--- config.mk ---
export PLATFORM = sky130hd
export DESIGN_NAME = rom_fetch_sequencer_flat
export DESIGN_NICKNAME = d
export VERILOG_FILES = /design/src/rtl/rom_seq_pkg.sv /design/src/rtl/rom_fetch_sequencer_if.sv /design/src/rtl/rom_fetch_sequencer_byte_serializer.sv /design/src/rtl/rom_fetch_sequencer.sv /design/src/flat_wrapper.sv
export SDC_FILE = /design/constraint.sdc
export NUM_CORES = 1
export LEC_CHECK = 0
export CORE_ASPECT_RATIO = 1.5
export CORE_MARGIN = 8
export CORE_UTILIZATION = 54
export CTS_CLUSTER_DIAMETER = 150
export DETAILED_ROUTE_END_ITERATION = 8
export GPL_ROUTABILITY_DRIVEN = 0
export HOLD_SLACK_MARGIN = 0.12
export PLACE_DENSITY = 0.94
export SETUP_SLACK_MARGIN = 0.3
export SLEW_MARGIN = 25
export SYNTH_ARGS = -nofsm -noshare
export SYNTH_HDL_FRONTEND = slang
export SYNTH_SLANG_ARGS = --single-unit
--- constraint.sdc ---
create_clock -name clock -period 2.6 [get_ports clock]
set_input_delay 0.39 -clock clock [delete_from_list [all_inputs] [get_ports clock]]
set_output_delay 0.39 -clock clock [all_outputs]
set_load 0.1 [all_outputs]
--- src/rtl/rom_seq_pkg.sv ---
// Shared constants, state encoding and index types for the ROM fetch sequencer.
package rom_seq_pkg;

   localparam int NUM_WORDS      = 9;
   localparam int ADDR_W         = 5;
   localparam int DATA_W         = 64;
   localparam int BYTES_PER_WORD = 8;
   localparam int ROW_W          = 4;
   localparam int COL_W          = 3;

   typedef logic [ROW_W-1:0] row_t;
   typedef logic [COL_W-1:0] col_t;

   typedef enum logic [2:0] {
      ST_IDLE    = 3'd0,
      ST_ISSUE   = 3'd1,
      ST_CAPTURE = 3'd2,
      ST_SHIFT   = 3'd3,
      ST_DONE    = 3'd4
   } state_e;

endpackage

--- src/rtl/rom_fetch_sequencer_if.sv ---
// ROM address/data bus plus the downstream valid/ready byte stream.
interface rom_fetch_sequencer_if
   import rom_seq_pkg::*;
#(
   parameter int ADDR_W = rom_seq_pkg::ADDR_W,
   parameter int DATA_W = rom_seq_pkg::DATA_W
);

   logic [ADDR_W-1:0] rom_address;
   logic [DATA_W-1:0] rom_q;
   logic [7:0]        out_data;
   logic              out_valid;
   logic              out_ready;
   row_t              out_row;
   col_t              out_col;
   logic              out_last;

   modport master (
      output rom_address,
      output out_data,
      output out_valid,
      output out_row,
      output out_col,
      output out_last,
      input  rom_q,
      input  out_ready
   );

   modport slave (
      input  rom_address,
      input  out_data,
      input  out_valid,
      input  out_row,
      input  out_col,
      input  out_last,
      output rom_q,
      output out_ready
   );

endinterface

--- src/rtl/rom_fetch_sequencer_byte_serializer.sv ---
// Parallel-load word shift register emitting bytes MSB first over valid/ready.
module byte_serializer
   import rom_seq_pkg::*;
#(
   parameter int WORD_W    = DATA_W,
   parameter int NUM_BYTES = BYTES_PER_WORD
) (
   input  logic              clock,
   input  logic              rst_n,
   input  logic              load_i,
   input  logic              clear_i,
   input  logic [WORD_W-1:0] word_i,
   input  logic              ready_i,
   output logic [7:0]        data_o,
   output logic              valid_o,
   output col_t              col_o,
   output logic              last_acc_o
);

   localparam col_t LAST_COL_C = col_t'(NUM_BYTES - 1);

   logic [WORD_W-1:0] shreg_q, shreg_d;
   col_t              col_q, col_d;
   logic              valid_q, valid_d;
   logic              hs_s;

   // A cleared (aborted) byte never counts as accepted.
   assign hs_s       = valid_q & ready_i & ~clear_i;
   assign last_acc_o = hs_s & (col_q == LAST_COL_C);
   assign data_o     = shreg_q[WORD_W-1 -: 8];
   assign valid_o    = valid_q;
   assign col_o      = col_q;

   // Next-state for shift register, byte index and valid flag.
   always_comb begin
      shreg_d = shreg_q;
      col_d   = col_q;
      valid_d = valid_q;
      if (clear_i) begin
         valid_d = 1'b0;
         col_d   = '0;
      end else if (load_i) begin
         shreg_d = word_i;
         col_d   = '0;
         valid_d = 1'b1;
      end else if (hs_s) begin
         shreg_d = {shreg_q[WORD_W-9:0], 8'h00};
         col_d   = col_q + col_t'(1);
         valid_d = (col_q != LAST_COL_C);
      end else begin
         valid_d = valid_q;
      end
   end

   // Serializer state registers.
   always_ff @(posedge clock or negedge rst_n) begin
      if (!rst_n) begin
         shreg_q <= '0;
         col_q   <= '0;
         valid_q <= 1'b0;
      end else begin
         shreg_q <= shreg_d;
         col_q   <= col_d;
         valid_q <= valid_d;
      end
   end

endmodule

--- src/rtl/rom_fetch_sequencer.sv ---
// Walks ROM words 0..NUM_WORDS-1 and streams each one as eight MSB-first bytes.
module rom_fetch_sequencer #(
   parameter int NUM_WORDS      = rom_seq_pkg::NUM_WORDS,
   parameter int ADDR_W         = rom_seq_pkg::ADDR_W,
   parameter int DATA_W         = rom_seq_pkg::DATA_W,
   parameter int BYTES_PER_WORD = rom_seq_pkg::BYTES_PER_WORD
) (
   input  logic                   clock,
   input  logic                   rst_n,
   input  logic                   start,
   input  logic                   abort,
   rom_fetch_sequencer_if.master  bus,
   output logic                   busy,
   output logic                   done
);

   import rom_seq_pkg::*;

   localparam row_t LAST_ROW_C = row_t'(NUM_WORDS - 1);
   localparam col_t LAST_COL_C = col_t'(BYTES_PER_WORD - 1);

   state_e state_q, state_d;
   row_t   row_q, row_d;
   logic   busy_q, done_q;
   logic   abort_s;
   logic   load_s;
   logic   last_acc_s;
   logic   valid_s;
   col_t   col_s;

   assign abort_s = abort & (state_q != ST_IDLE);

   byte_serializer #(
      .WORD_W    (DATA_W),
      .NUM_BYTES (BYTES_PER_WORD)
   ) u_ser (
      .clock      (clock),
      .rst_n      (rst_n),
      .load_i     (load_s),
      .clear_i    (abort_s),
      .word_i     (bus.rom_q),
      .ready_i    (bus.out_ready),
      .data_o     (bus.out_data),
      .valid_o    (valid_s),
      .col_o      (col_s),
      .last_acc_o (last_acc_s)
   );

   // The address is the row counter itself, so it can never diverge from out_row.
   assign bus.rom_address = ADDR_W'(row_q);
   assign bus.out_valid   = valid_s;
   assign bus.out_row     = row_q;
   assign bus.out_col     = col_s;
   assign bus.out_last    = valid_s & (col_s == LAST_COL_C) & (row_q == LAST_ROW_C);
   assign busy            = busy_q;
   assign done            = done_q;

   // Next-state and serializer load; abort overrides every transition.
   always_comb begin
      state_d = state_q;
      row_d   = row_q;
      load_s  = 1'b0;
      if (abort_s) begin
         state_d = ST_IDLE;
      end else begin
         case (state_q)
            ST_IDLE: begin
               if (start) begin
                  row_d   = '0;
                  state_d = ST_ISSUE;
               end else begin
                  state_d = ST_IDLE;
               end
            end
            ST_ISSUE: begin
               state_d = ST_CAPTURE;
            end
            ST_CAPTURE: begin
               load_s  = 1'b1;
               state_d = ST_SHIFT;
            end
            ST_SHIFT: begin
               if (last_acc_s) begin
                  if (row_q == LAST_ROW_C) begin
                     state_d = ST_DONE;
                  end else begin
                     row_d   = row_q + row_t'(1);
                     state_d = ST_ISSUE;
                  end
               end else begin
                  state_d = ST_SHIFT;
               end
            end
            ST_DONE: begin
               state_d = ST_IDLE;
            end
            default: begin
               state_d = ST_IDLE;
            end
         endcase
      end
   end

   // State, row and registered status flags.
   always_ff @(posedge clock or negedge rst_n) begin
      if (!rst_n) begin
         state_q <= ST_IDLE;
         row_q   <= '0;
         busy_q  <= 1'b0;
         done_q  <= 1'b0;
      end else begin
         state_q <= state_d;
         row_q   <= row_d;
         busy_q  <= (state_d != ST_IDLE);
         done_q  <= (state_d == ST_DONE);
      end
   end

endmodule

--- src/flat_wrapper.sv ---
// flat-port wrapper written by rule: the top's interface ports become plain ports
module rom_fetch_sequencer_flat import rom_seq_pkg::*;
#(
   parameter int NUM_WORDS      = rom_seq_pkg::NUM_WORDS,
   parameter int ADDR_W         = rom_seq_pkg::ADDR_W,
   parameter int DATA_W         = rom_seq_pkg::DATA_W,
   parameter int BYTES_PER_WORD = rom_seq_pkg::BYTES_PER_WORD
)
  (clock, rst_n, start, abort, busy, done, bus_rom_address, bus_out_data, bus_out_valid, bus_out_row, bus_out_col, bus_out_last, bus_rom_q, bus_out_ready);
  rom_fetch_sequencer_if #(.ADDR_W(ADDR_W), .DATA_W(DATA_W)) bus_i ();
  input  logic clock;
  input  logic rst_n;
  input  logic start;
  input  logic abort;
  output logic busy;
  output logic done;
  output wire logic [$bits(bus_i.rom_address)-1:0] bus_rom_address;
  output wire logic [$bits(bus_i.out_data)-1:0] bus_out_data;
  output wire logic [$bits(bus_i.out_valid)-1:0] bus_out_valid;
  output wire logic [$bits(bus_i.out_row)-1:0] bus_out_row;
  output wire logic [$bits(bus_i.out_col)-1:0] bus_out_col;
  output wire logic [$bits(bus_i.out_last)-1:0] bus_out_last;
  input wire logic [$bits(bus_i.rom_q)-1:0] bus_rom_q;
  input wire logic [$bits(bus_i.out_ready)-1:0] bus_out_ready;
  assign bus_rom_address = bus_i.rom_address;
  assign bus_out_data = bus_i.out_data;
  assign bus_out_valid = bus_i.out_valid;
  assign bus_out_row = bus_i.out_row;
  assign bus_out_col = bus_i.out_col;
  assign bus_out_last = bus_i.out_last;
  assign bus_i.rom_q = bus_rom_q;
  assign bus_i.out_ready = bus_out_ready;
  rom_fetch_sequencer #(.NUM_WORDS(NUM_WORDS), .ADDR_W(ADDR_W), .DATA_W(DATA_W), .BYTES_PER_WORD(BYTES_PER_WORD)) u_core (.clock(clock), .rst_n(rst_n), .start(start), .abort(abort), .bus(bus_i), .busy(busy), .done(done));
endmodule
# Yosys cells after proc, flatten, opt, wreduce, memory -nomap -nowiden
# Index checks and enable logic that the tools add are counted.
[word_totals] ff_bits=77 input_bits=69
[op_classes] n_mux=19 bitwise_logic=7 n_reduce_logical=8 n_addsub=2 eq_ne=10
[ops] operator="$mux W64" count=2
[ops] operator="$mux W3" count=6
[ops] operator="$mux W4" count=3
[ops] operator="$pmux W3 S4" count=1
[ops] operator="$reduce_bool A3 Y1" count=3
[ops] operator="$pmux W4 S2" count=1
[ops] operator="$and A1 B1 Y1" count=6
[ops] operator="$eq A3 B2 Y1 const B" count=2
[ops] operator="$eq A3 B3 Y1 const B" count=2
[ops] operator="$mux W1" count=6
[ops] operator="$reduce_and A5 Y1" count=1
[ops] operator="$add A4 B1 Y4 const B" count=1
[ops] operator="$eq A4 B4 Y1 const B" count=1
[ops] operator="$ne A2 B2 Y1 const B" count=2
[ops] operator="$reduce_bool A2 Y1" count=2
[ops] operator="$add A3 B1 Y3 const B" count=1
[ops] operator="$eq A3 B1 Y1 const B" count=1
[ops] operator="$logic_not A3 Y1" count=1
[ops] operator="$ne A3 B3 Y1 const B" count=1
[ops] operator="$ne A2 B1 Y1 const B" count=1
[ops] operator="$reduce_and A2 Y1" count=1
[ops] operator="$not A1 Y1" count=1

# Logic depth before layout (Yosys ltp)
# Gate-level depths: netlist of run 1.
[depth] word_depth=9 mapped_depth=7

# By module
# From an unflattened synthesis of run 1, not the netlist that was laid out.
[hier_totals] cells_unflattened=357 area_unflattened_um2=3761.1
[by_module_without_submodules] mod="byte_serializer" n_inst=1 cells_per_inst=296 seq_area_each_um2=1701.6 area_each_um2=3190.6
[by_module_without_submodules] mod="rom_fetch_sequencer" n_inst=1 cells_per_inst=61 seq_area_each_um2=225.2 area_each_um2=570.5

# Worst setup path before layout of run 1
# Ideal clock, no wire load.
[synth_timing] kind="register to output" start="reg u_core.u_ser.col_q[0], in the netlist u_core.u_ser.col_o[0]" end="out bus_out_last" stages_incl_launch_ff=5 t_arrival_ns=2.722 required_time_ns=2.210 setup_slack_ns=-0.512 path_cell_list="dfrtp_1 -> ha_1 -> ha_1 -> nand2_1 -> nor2_1"
[synth_between] elab_chain_len=3
[synth_rtl] element="from (decl)" line="rom_fetch_sequencer_byte_serializer.sv:23" source="col_t col_q, col_d;"
[synth_rtl] element="from (signal assigned)" line="rom_fetch_sequencer_byte_serializer.sv:63" source="col_q <= col_d;"
[synth_rtl] element="$eq A3 B3 Y1" line="rom_fetch_sequencer.sv:54" source="assign bus.out_last = valid_s & (col_s == LAST_COL_C) & (row_q == LAST_ROW_C);"
[synth_rtl] element="$and A1 B1 Y1 (2 in a row)" line="rom_fetch_sequencer.sv:54"
[synth_rtl] element="to (decl)" line="flat_wrapper.sv:22" source="output wire logic [$bits(bus_i.out_last)-1:0] bus_out_last;"
# No other way between the ends.

# Final worst setup path of run 1
[layout_timing] start="in abort" end="reg u_core.u_ser.shreg_q[44]"
[layout_between] elab_chain_len=5 word_cells_on_any_way=7 classes_between="2 x mux; 3 x bitwise; 2 x reduce/logical"
[layout_rtl] element="from (decl)" line="flat_wrapper.sv:14" source="input logic abort;"
[layout_rtl] element="$and A1 B1 Y1 *" line="rom_fetch_sequencer.sv:31" source="assign abort_s = abort & (state_q != ST_IDLE);"
[layout_rtl] element="$not A1 Y1 (no source line)"
[layout_rtl] element="$and A1 B1 Y1" line="rom_fetch_sequencer_byte_serializer.sv:28" source="assign hs_s = valid_q & ready_i & ~clear_i;"
[layout_rtl] element="$reduce_bool A2 Y1 (no source line)"
[layout_rtl] element="$reduce_and A2 Y1 (no source line)"
[layout_rtl] element="to (signal assigned)" line="rom_fetch_sequencer_byte_serializer.sv:62" source="shreg_q <= shreg_d;"
[layout_rtl] element="to (decl)" line="rom_fetch_sequencer_byte_serializer.sv:22" source="logic [WORD_W-1:0] shreg_q, shreg_d;"
# Every way passes the cells marked *; elsewhere a longest branch is shown, timed or not.
# A chain may end at the register's enable or synchronous reset.

==> results of run 1 <==
## routing by layer
layer / global-route usage (%) / vias to the layer above
met5: 0 / -
met4: 8.06 / 0
met3: 4.79 / 9
met2: 28.3 / 57
met1: 18.9 / 1190
li1: - / 1159
## state kept, by name (all words and copies together), names as in the netlist
signal and cells:
u_core.u_ser.shreg_q 64, u_core.u_ser.col_o 3, u_core.busy 1, u_core.u_ser.valid_o 1, u_core.done 1, u_core.state_q 3, u_core.bus.out_row 4
## area by class of cell
cell class              instances  area share (%)
well taps                      80            2.05
multi-input cells             170            35.8
repair buffers                 97            19.2
inverters                       3           0.231
clock buffers                  12            2.77
flip-flops and latches         77            39.6
clock inverters                 3           0.308
## what timing repair did
action / 4_1_cts / 5_1_grt
buffers inserted: 0 / 0
endpoints found under the hold margin: 29 / 0
hold buffers: 1 / 0
## cells by family (layout without fill, tap and decap cells)
kind of cell               after synthesis  count (layout)  synth area share, %
muxes                                  113             113                 33.7
DFF                                     77              77                 49.7
buffers and inverters                   31             115                 5.97
and+or+nand+nor                         26              26                 3.97
AOI/OAI and AO/OA                       25              25                 5.10
adders and majority gates                4               4                 1.29
other                                    1               1               0.0967
xor gates and xnor gates                 1               1                0.226
## where the power goes
group	internal, mW	switching (mW)	total [mW]
Sequential	1.62	0.253	1.88
Combinational	0.938	1.11	2.05
Clock	0.337	0.410	0.748
Total	2.90	1.78	4.68
## worst min path at each step
stage	cells after the start	slack (ns)	endpoint
after floorplan	0	0.09	u_core.bus.out_row[0]$_DFFE_PN0P_
after global placement	1	0.36	u_core.u_ser.shreg_q[59]$_DFFE_PN0P_
after detailed placement	1	0.37	u_core.u_ser.shreg_q[59]$_DFFE_PN0P_
after CTS	1	0.49	u_core.u_ser.shreg_q[37]$_DFFE_PN0P_
after global routing	1	0.52	u_core.u_ser.shreg_q[29]$_DFFE_PN0P_
final	1	0.48	u_core.u_ser.shreg_q[37]$_DFFE_PN0P_
## placed cells by master (no fill, tap or decap), drive strengths merged, types with 2 or more instances in the layout
| master | n |
|---|---|
| dfrtp | 77 |
| a21oi | 5 |
| a22o | 8 |
| mux2 | 112 |
| nand3 | 3 |
| clkbuf | 12 |
| nand2b | 2 |
| clkinv | 3 |
| nor3 | 5 |
| o21ai | 2 |
| inv | 3 |
| clkdlybuf4s50 | 67 |
| ha | 4 |
| nor2 | 2 |
| buf | 29 |
| nand2 | 5 |
| a32o | 2 |
## per-stage QoR
step                      cells  setup slack (ns)  util [%]
after floorplan             278             0.350         -
after global placement      426             0.283      66.5
after detailed placement    426             0.226      66.5
after CTS                   442             0.568      68.8
after global routing        442             0.507      68.8
final                       442             0.601      68.8
==> summary.md, run 1 <==
| Metric | Value |
|---|---|
| CP top delay family | `buffers and inverters` |
| DRT iter0 DRCs | `126` |
| Post-Syn Area | `3880 sq um` |
| Post-layout min period | `around 2.0 ns` |
| Mean post-synth cell area | `13.9 sq um` |
| Initial antenna violation count | `0` |
| DRT Pass-1 Iters | `4` |
| Main synth FF type | `dfrtp_1` |
| Outcome | `complete, no violations` |
| Num CTS Buffers | `9` |
| Ys Warns | `0` |
| Number of flops mapped to enable cells by yosys | `0` |
| Core area | `between 7000 and 8000 sq um` |
| CP endpoint | `u_core.u_ser.shreg_q[44]$_DFFE_PN0P_` |
| Critical path class | `input port to register` |
| Sequential share of the synthesized area | `between 40% and 50%` |
| Port bufs | `about 90` |
| WL final | `8.17 mm` |
| Post-synthesis net count | `between 300 and 400` |
| Total gr overflow | `0` |
| Pin count of the biggest net entering global routing | `68` |
| F_max | `between 500 and 600 MHz` |
| HP Class | `register to register` |
| Fin crit share | `76.9%` |
| CTS Buffer Depth | `2` |
| Die area | `10,200 sq um` |
| Critical path arrival | `2.23 ns` |
| Reg2reg end | `u_core.u_ser.shreg_q[44]$_DFFE_PN0P_` |
| Hold Vio Cnt, Final | `0` |
| Leading area contributor after synthesis | `dfrtp_1` |
| Area occupied by multi-input gates | `approximately 1700 sq um` |
| Setup_tns | `0 ns` |
| Leakage | `2.24 nW` |
| Top routing layer in use | `met4` |
| Post-DP Area | `around 4700 sq um` |
| Top cells by area, synth | `dfrtp_1 (50%), mux2_2 (23%), mux2_1 (7.3%)` |
| First-pass GRT wire length | `roughly 13 mm` |
| R2R cell count | `4` |
| Row cnt | `38` |
| Post-Synthesis Cells | `between 200 and 300` |
| Post-route DRC | `0` |
| Later-pin clock latency in the skew report | `~0.36 ns` |
| Met1 Wirelength | `~3.4 mm` |
| Met3 WL | `383 um` |
| PD cells | `about 960 nW/um^2` |
| Htree depth | `3` |
| Share of the synthesized area in the top cell type | `between 40% and 50%` |
| Hold path startpoint | `u_core.u_ser.shreg_q[37]$_DFFE_PN0P_` |
| Share of cells above drive strength 1 | `about two fifths` |
| CTS sink cnt | `77` |
| Antenna cells | `0` |
| Detail Placement HPWL | `5.84 mm` |
| Met2 WL | `between 4 and 5 mm` |
| DR WL/cell | `18.5 um` |
| Area growth, synth to finish | `25.7%` |
| Clk slew on worst S/H paths | `around 0.070 ns` |
| Worst reg2reg setup slack | `0.62 ns` |
| Reg2reg start | `u_core.state_q[2]$_DFF_PN0_` |
| CP Depth | `6` |
| RSZ-0062 raised after global routing | `false` |
| Pwr Total | `~4.7 mW` |
| Vias/cell | `about 5.5` |
| Worst setup SP type | `input port` |
| Synth cell types | `42` |
| CP Launch Point | `abort` |
| Die width | `roughly 85 um` |
| NumNets Final | `431` |
| Ys async rst share | `100%` |
| Post-synth top cells | `mux2_2 (78), dfrtp_1 (77), mux2_1 (25), buf_4 (14), mux2_4 (9)` |
| Fillcell total | `about 530` |
| Die Y | `about 120 um` |
| Peak supply drop | `approximately 0.0007 V` |
| Skew final | `between 0.01 and 0.015 ns` |
| Initial Util | `between 50% and 60%` |
| Hold_ws | `between 0.4 and 0.5 ns` |
| WP buf/inv | `2` |
| Crit. End Element | `register` |
| Endpoints failing setup | `0` |
| Yosys reg bits | `77` |
| TritonCTS clock tree | `yes` |
| # Max-Cap Violations | `0` |
| Tot GR Track Use | `between 10% and 20%` |
| Clock Tree Root | `clkbuf_8` |
| CP cell instances | `clkdlybuf4s50_1 > nand2b_2 > nor3_4 > buf_12 > mux2_2 > mux2_1` |
| I/O Pins | `93` |
| Most common cell in the synthesized netlist | `mux2_2` |
| Seq. cell area | `approximately 1900 sq um` |
| CP Max Fanout | `between 60 and 70` |
| Critical Path Max Stage Delay | `between 0.4 and 0.5 ns` |
| Vias | `~2,400` |
| Cts repair resizes | `0` |
| Vias in the first global route | `approximately 2,700` |
| ANT nets after route | `0` |
| Fin. max-slew vios | `0` |
| CP max-delay cell | `clkdlybuf4s50_1` |
| Worst endpoint required time | `between 2 and 3 ns` |
| Post-route cell area | `~5000 sq um` |
Power figures use the tool's default switching activity.
==> run 2: changes to the inputs <==
Settings changed: CORE_UTILIZATION 54 to 50, PLACE_DENSITY 0.94 to 0.88.
Clock period 2.6 ns to 1.9 ns, I/O delays scaled along.
==> summary.md, run 2 (synthesis results as in run 1) <==
| Metric | Value |
|---|---|
| Outcome | `complete, no violations` |
| Leakage | `approximately 2.8 nW` |
| Skew final | `approximately 0.0073 ns` |
| CTS sink cnt | `between 70 and 80` |
| Die width | `about 88 um` |
| PD cells | `roughly 1300 nW/um^2` |
| Top routing layer in use | `met4` |
| Crit. End Element | `register` |
| Area growth, synth to finish | `56.1%` |
| Detail Placement HPWL | `around 6.0 mm` |
| Worst endpoint required time | `approximately 2.1 ns` |
| Later-pin clock latency in the skew report | `0.34 ns` |
| DRT iter0 DRCs | `approximately 100` |
| Initial Util | `about half` |
| Peak supply drop | `roughly 0.00095 V` |
| Worst setup SP type | `register` |
| Reg2reg start | `u_core.u_ser.valid_o$_DFFE_PN0P_` |
| CP Max Fanout | `6` |
| Htree depth | `3` |
| Clk slew on worst S/H paths | `around 0.060 ns` |
| First-pass GRT wire length | `about 16 mm` |
| Endpoints failing setup | `0` |
| Share of cells above drive strength 1 | `approximately 52%` |
| Clock Tree Root | `clkbuf_16` |
| Num CTS Buffers | `9` |
| ANT nets after route | `0` |
| Pin count of the biggest net entering global routing | `46` |
| TritonCTS clock tree | `yes` |
| Dpl ws | `-0.356 ns` |
| Most common cell after layout, fill and taps aside | `dfrtp_1` |
| RSZ-0062 raised after global routing | `true` |
| Vias | `around 2,800` |
| WL final | `11.5 mm` |
| # Max-Cap Violations | `0` |
| F_max | `~540 MHz` |
| Port bufs | `91` |
| Met3 WL | `487 um` |
| Fin. max-slew vios | `0` |
| Vias in the first global route | `about 3,200` |
| HP Class | `input port to asynchronous set/reset pin` |
| Vias/cell | `5.50` |
| Hold_ws | `about 0.43 ns` |
| Core area | `around 7600 sq um` |
| Biggest register | `u_core.u_ser.shreg_q` |
| Total gr overflow | `0` |
| Antenna cells | `0` |
| Critical path arrival | `between 2 and 2.5 ns` |
| Die area | `between 10,000 and 15,000 sq um` |
| Die Y | `124 um` |
| Max reg flops | `64` |
| Initial antenna violation count | `0` |
| Most frequent cells in the layout | `dfrtp_1 (68), clkdlybuf4s50_1 (65), mux2_4 (48)` |
| Tot GR Track Use | `between 10% and 20%` |
| Critical path class | `register to register` |
| Row cnt | `39` |
| Met2 WL | `approximately 6.2 mm` |
| Post-layout min period | `1.85 ns` |
| Pwr Total | `about 8.1 mW` |
| CP Launch Point | `u_core.u_ser.valid_o$_DFFE_PN0P_` |
| Post-route DRC | `0` |
| Met1 Wirelength | `between 4 and 5 mm` |
| Fillcell total | `386` |
| CTS Buffer Depth | `2` |
| DRT Pass-1 Iters | `4` |
| Hold Vio Cnt, Final | `0` |
| Fin worst setup slack | `~0.055 ns` |
| NumNets Final | `480` |
| I/O Pins | `a little over 90` |
| Fin crit share | `97.1%` |
| DR WL/cell | `between 20 and 25 um` |
==> run 2: cell count changes in the layout (fill, tap and decap cells not counted), moves of 4 or more <==
cell,before,now
dfrtp_1,73,68
mux2_4,9,48
clkbuf_8,9,2
buf_4,26,43
buf_12,3,13
dfrtp_4,0,4
mux2_2,78,42
buf_6,0,11
clkbuf_16,0,14
==> run 2: timing repair <==
item,CTS,global route
resized for setup,42,37
setup buffers,26,2
setup endpoints to repair,70,71
hold buffers,1,0
pin swaps,10,5
hold endpoints to repair,32,0
cloned,4,6
==> run 2: path summary, 6_finish.rpt <==
path,cells past startpoint,slack (ns),endpoint
setup / recovery,6,0.05,u_core.u_ser.shreg_q[23]$_DFFE_PN0P_
hold / removal,2,0.43,u_core.u_ser.shreg_q[2]$_DFFE_PN0P_
setup reg to reg,6,0.05,u_core.u_ser.shreg_q[23]$_DFFE_PN0P_
hold reg to reg,1,0.50,u_core.u_ser.shreg_q[43]$_DFFE_PN0P_
max in group asynchronous,3,0.88,u_core.u_ser.shreg_q[36]$_DFFE_PN0P_
min in group clock,1,0.50,u_core.u_ser.shreg_q[43]$_DFFE_PN0P_
==> run 2: critical path, stage by stage (launching register included) <==
cell       delay, ns
dfrtp_4         0.43
nand2_4         0.05
o21a_1          0.21
o32ai_4         0.28
buf_6           0.24
clkbuf_16       0.18
mux2_2          0.33
==> run 2: final cells by class <==
type	instances	area, sq um	area share [%]
Multi-Input combinational cell	170	2010	33.2
Tap cell	102	128	2.11
Inverter	3	13.8	0.227
Sequential cell	77	1950	32.2
Clock inverter	4	47.5	0.785
Clock buffer	11	253	4.18
Timing Repair Buffer	146	1660	27.3
==> run 2: where the power goes <==
| group | internal, mW | switching, mW |
|---|---|---|
| Combinational | 1.94 | 1.82 |
| Sequential | 2.24 | 0.388 |
| Clock | 1.08 | 0.662 |
| Total | 5.26 | 2.87 |
==> run 2: layer usage <==
layer,vias to the layer above,global-route usage [%]
met4,0,11.7
met1,1444,22.3
li1,1262,-
met5,-,0
met3,31,3.50
met2,84,33.5
==> run 2: through the flow <==
step	util, %	instances	cell area [sq um]	setup TNS [ns]
2_1_floorplan	-	278	3960	-1.11
3_3_place_gp	65.2	459	4930	-15.26
3_5_place_dp	65.2	459	4930	-17.05
4_1_cts	76.0	505	5750	0
5_1_grt	80.0	513	6050	0
6_report	80.0	513	6050	0
==> run 3: changes to the inputs <==
Clock period 1.9 ns to 1.7 ns, I/O delays scaled along.
==> summary.md, run 3 (synthesis results as in run 1) <==
| Metric | Value |
|---|---|
| Outcome | `finished with violations` |
| Violated checks | `setup timing` |
| Seq pwr share | `30.3%` |
| Switching Fraction | `a little over a third` |
| RSZ-0062 raised after global routing | `true` |
| Slew headroom | `between 60% and 70%` |
| P_sw | `3.52 mW` |
| WL final | `between 10 and 15 mm` |
| Finished Core Util | `a little under nine tenths` |
| Share of cells above drive strength 1 | `a little over half` |
| Fin. max-slew vios | `0` |
| P_int | `6.54 mW` |
| First-pass GRT wire length | `17.6 mm` |
| Max reg flops | `64` |
| Initial antenna violation count | `0` |
| Clock Tree Root | `clkbuf_16` |
| CTS sink cnt | `77` |
| Biggest register | `u_core.u_ser.shreg_q` |
| Leakage | `2.94 nW` |
| Tot GR Track Use | `~22%` |
| Worst endpoint required time | `roughly 1.9 ns` |
| DRT iter0 DRCs | `151` |
| Fin worst setup slack | `-0.130 ns` |
| Skew final | `between 0.005 and 0.006 ns` |
| Critical path class | `register to register` |
| PD cells | `around 1600 nW/um^2` |
| Area growth, synth to finish | `66.6%` |
| HP Class | `input port to asynchronous set/reset pin` |
| Vias | `~3,000` |
| Die width | `87.9 um` |
| Detail Placement HPWL | `~6.6 mm` |
| Antenna cells | `0` |
| Htree depth | `3` |
| Critical path arrival | `approximately 2.1 ns` |
| Fin crit share | `108%` |
| TritonCTS clock tree | `yes` |
| Port bufs | `91` |
| Peak supply drop | `0.000995 V` |
| Die area | `10,900 sq um` |
| ANT nets after route | `0` |
| Post-layout min period | `between 1.5 and 2 ns` |
| Logic pwr share | `about half` |
| Crit. End Element | `register` |
| Initial Util | `between 50% and 60%` |
| Most common cell after layout, fill and taps aside | `mux2_4` |
| Endpoints failing setup | `68` |
| DRT Pass-1 Iters | `5` |
| Row cnt | `39` |
| # Max-Cap Violations | `0` |
| Pwr Total | `just over 10 mW` |
| I/O Pins | `just over 90` |
| Worst setup SP type | `register` |
| DR WL/cell | `25.7 um` |
| Pin count of the biggest net entering global routing | `38` |
| F_max | `about 550 MHz` |
| Dpl ws | `-0.494 ns` |
| Clk slew on worst S/H paths | `roughly 0.060 ns` |
| Total gr overflow | `0` |
| Later-pin clock latency in the skew report | `about 0.34 ns` |
| Hold_ws | `between 0.4 and 0.5 ns` |
| CTS Buffer Depth | `2` |
| Vias/cell | `5.66` |
| Vias in the first global route | `approximately 3,200` |
| CP Max Fanout | `5` |
| Worst-margin pin slew | `0.523 ns` |
| Clk pwr share | `approximately 20%` |
| Most frequent cells in the layout | `mux2_4 (84), dfrtp_1 (68), clkdlybuf4s50_1 (65)` |
| Post-route DRC | `0` |
| NumNets Final | `approximately 480` |
| Setup_tns | `-3.36 ns` |
| Core area | `7560 sq um` |
| Hold Vio Cnt, Final | `0` |
| Num CTS Buffers | `9` |
| Die Y | `about 120 um` |
[run 3: changes by cell type in the layout (fill, tap and decap cells not counted), moves of 7 or more]
cell and delta:
buf_4 -17, mux2_1 -7, mux2_2 -29, buf_12 +17, mux2_4 +36
[run 3: cell type report]
cell class	count	area, sq um
Clock inverter	5	75.1
Clock buffer	11	233
Timing Repair Buffer	148	1910
Fill cell	331	1100
Inverter	3	13.8
Multi-Input combinational cell	170	2150
Tap cell	102	128
Sequential cell	77	1950
[run 3: per-layer routing]
| metal | wire (um) | vias to the layer above | track usage [%] |
|---|---|---|---|
| met5 | 0 | - | 0 |
| met4 | 510 | 0 | 11.2 |
| met3 | 720 | 37 | 5.22 |
| met2 | 6910 | 127 | 35.8 |
| met1 | 5130 | 1493 | 25.3 |
| li1 | - | 1262 | - |
[run 3: power by group through the flow]
stage / registers, mW / clock network (mW) / logic [mW]
final: 3.05 / 2.04 / 4.98
after global routing: 3.09 / 2.15 / 5.17
after floorplan: 3.13 / 0 / 2.41
after global placement: 2.94 / 0 / 3.59
after CTS: 2.96 / 2.02 / 4.35
after detailed placement: 2.98 / 0 / 3.70
[run 3: path summary, 6_finish.rpt]
path	startpoint	to	slack [ns]	depth (start not counted)
worst min register to register	u_core.u_ser.shreg_q[1]$_DFFE_PN0P_	u_core.u_ser.shreg_q[1]$_DFFE_PN0P_	0.50	1
worst min-delay path	rst_n	u_core.u_ser.shreg_q[0]$_DFFE_PN0P_	0.43	2
worst max register to register	u_core.state_q[0]$_DFF_PN0_	u_core.u_ser.shreg_q[42]$_DFFE_PN0P_	-0.13	6
min in group clock	u_core.u_ser.shreg_q[1]$_DFFE_PN0P_	u_core.u_ser.shreg_q[1]$_DFFE_PN0P_	0.50	1
worst max-delay path	u_core.state_q[0]$_DFF_PN0_	u_core.u_ser.shreg_q[42]$_DFFE_PN0P_	-0.13	6
max in group asynchronous	rst_n	u_core.u_ser.shreg_q[42]$_DFFE_PN0P_	0.68	3
[run 3: timing repair]
item	4_1_cts	5_1_grt
pin swaps	8	6
buffers inserted	16	6
hold endpoints to repair	34	0
hold buffers	1	0
gates cloned	5	6
gates resized for setup	67	52
endpoints found under the setup margin	80	82
[run 3: critical path: stages (launching register included)]
cell	delay [ns]
dfrtp_1	0.42
nor3_4	0.23
buf_6	0.16
buf_6	0.13
clkbuf_16	0.16
mux2_4	0.32
mux2_4	0.27
[run 3: metrics by stage]
step	cells	cell area, sq um
6_report	516	6460
5_1_grt	516	6460
4_1_cts	504	6070
3_5_place_dp	466	5240
3_3_place_gp	466	5240
2_1_floorplan	278	3960
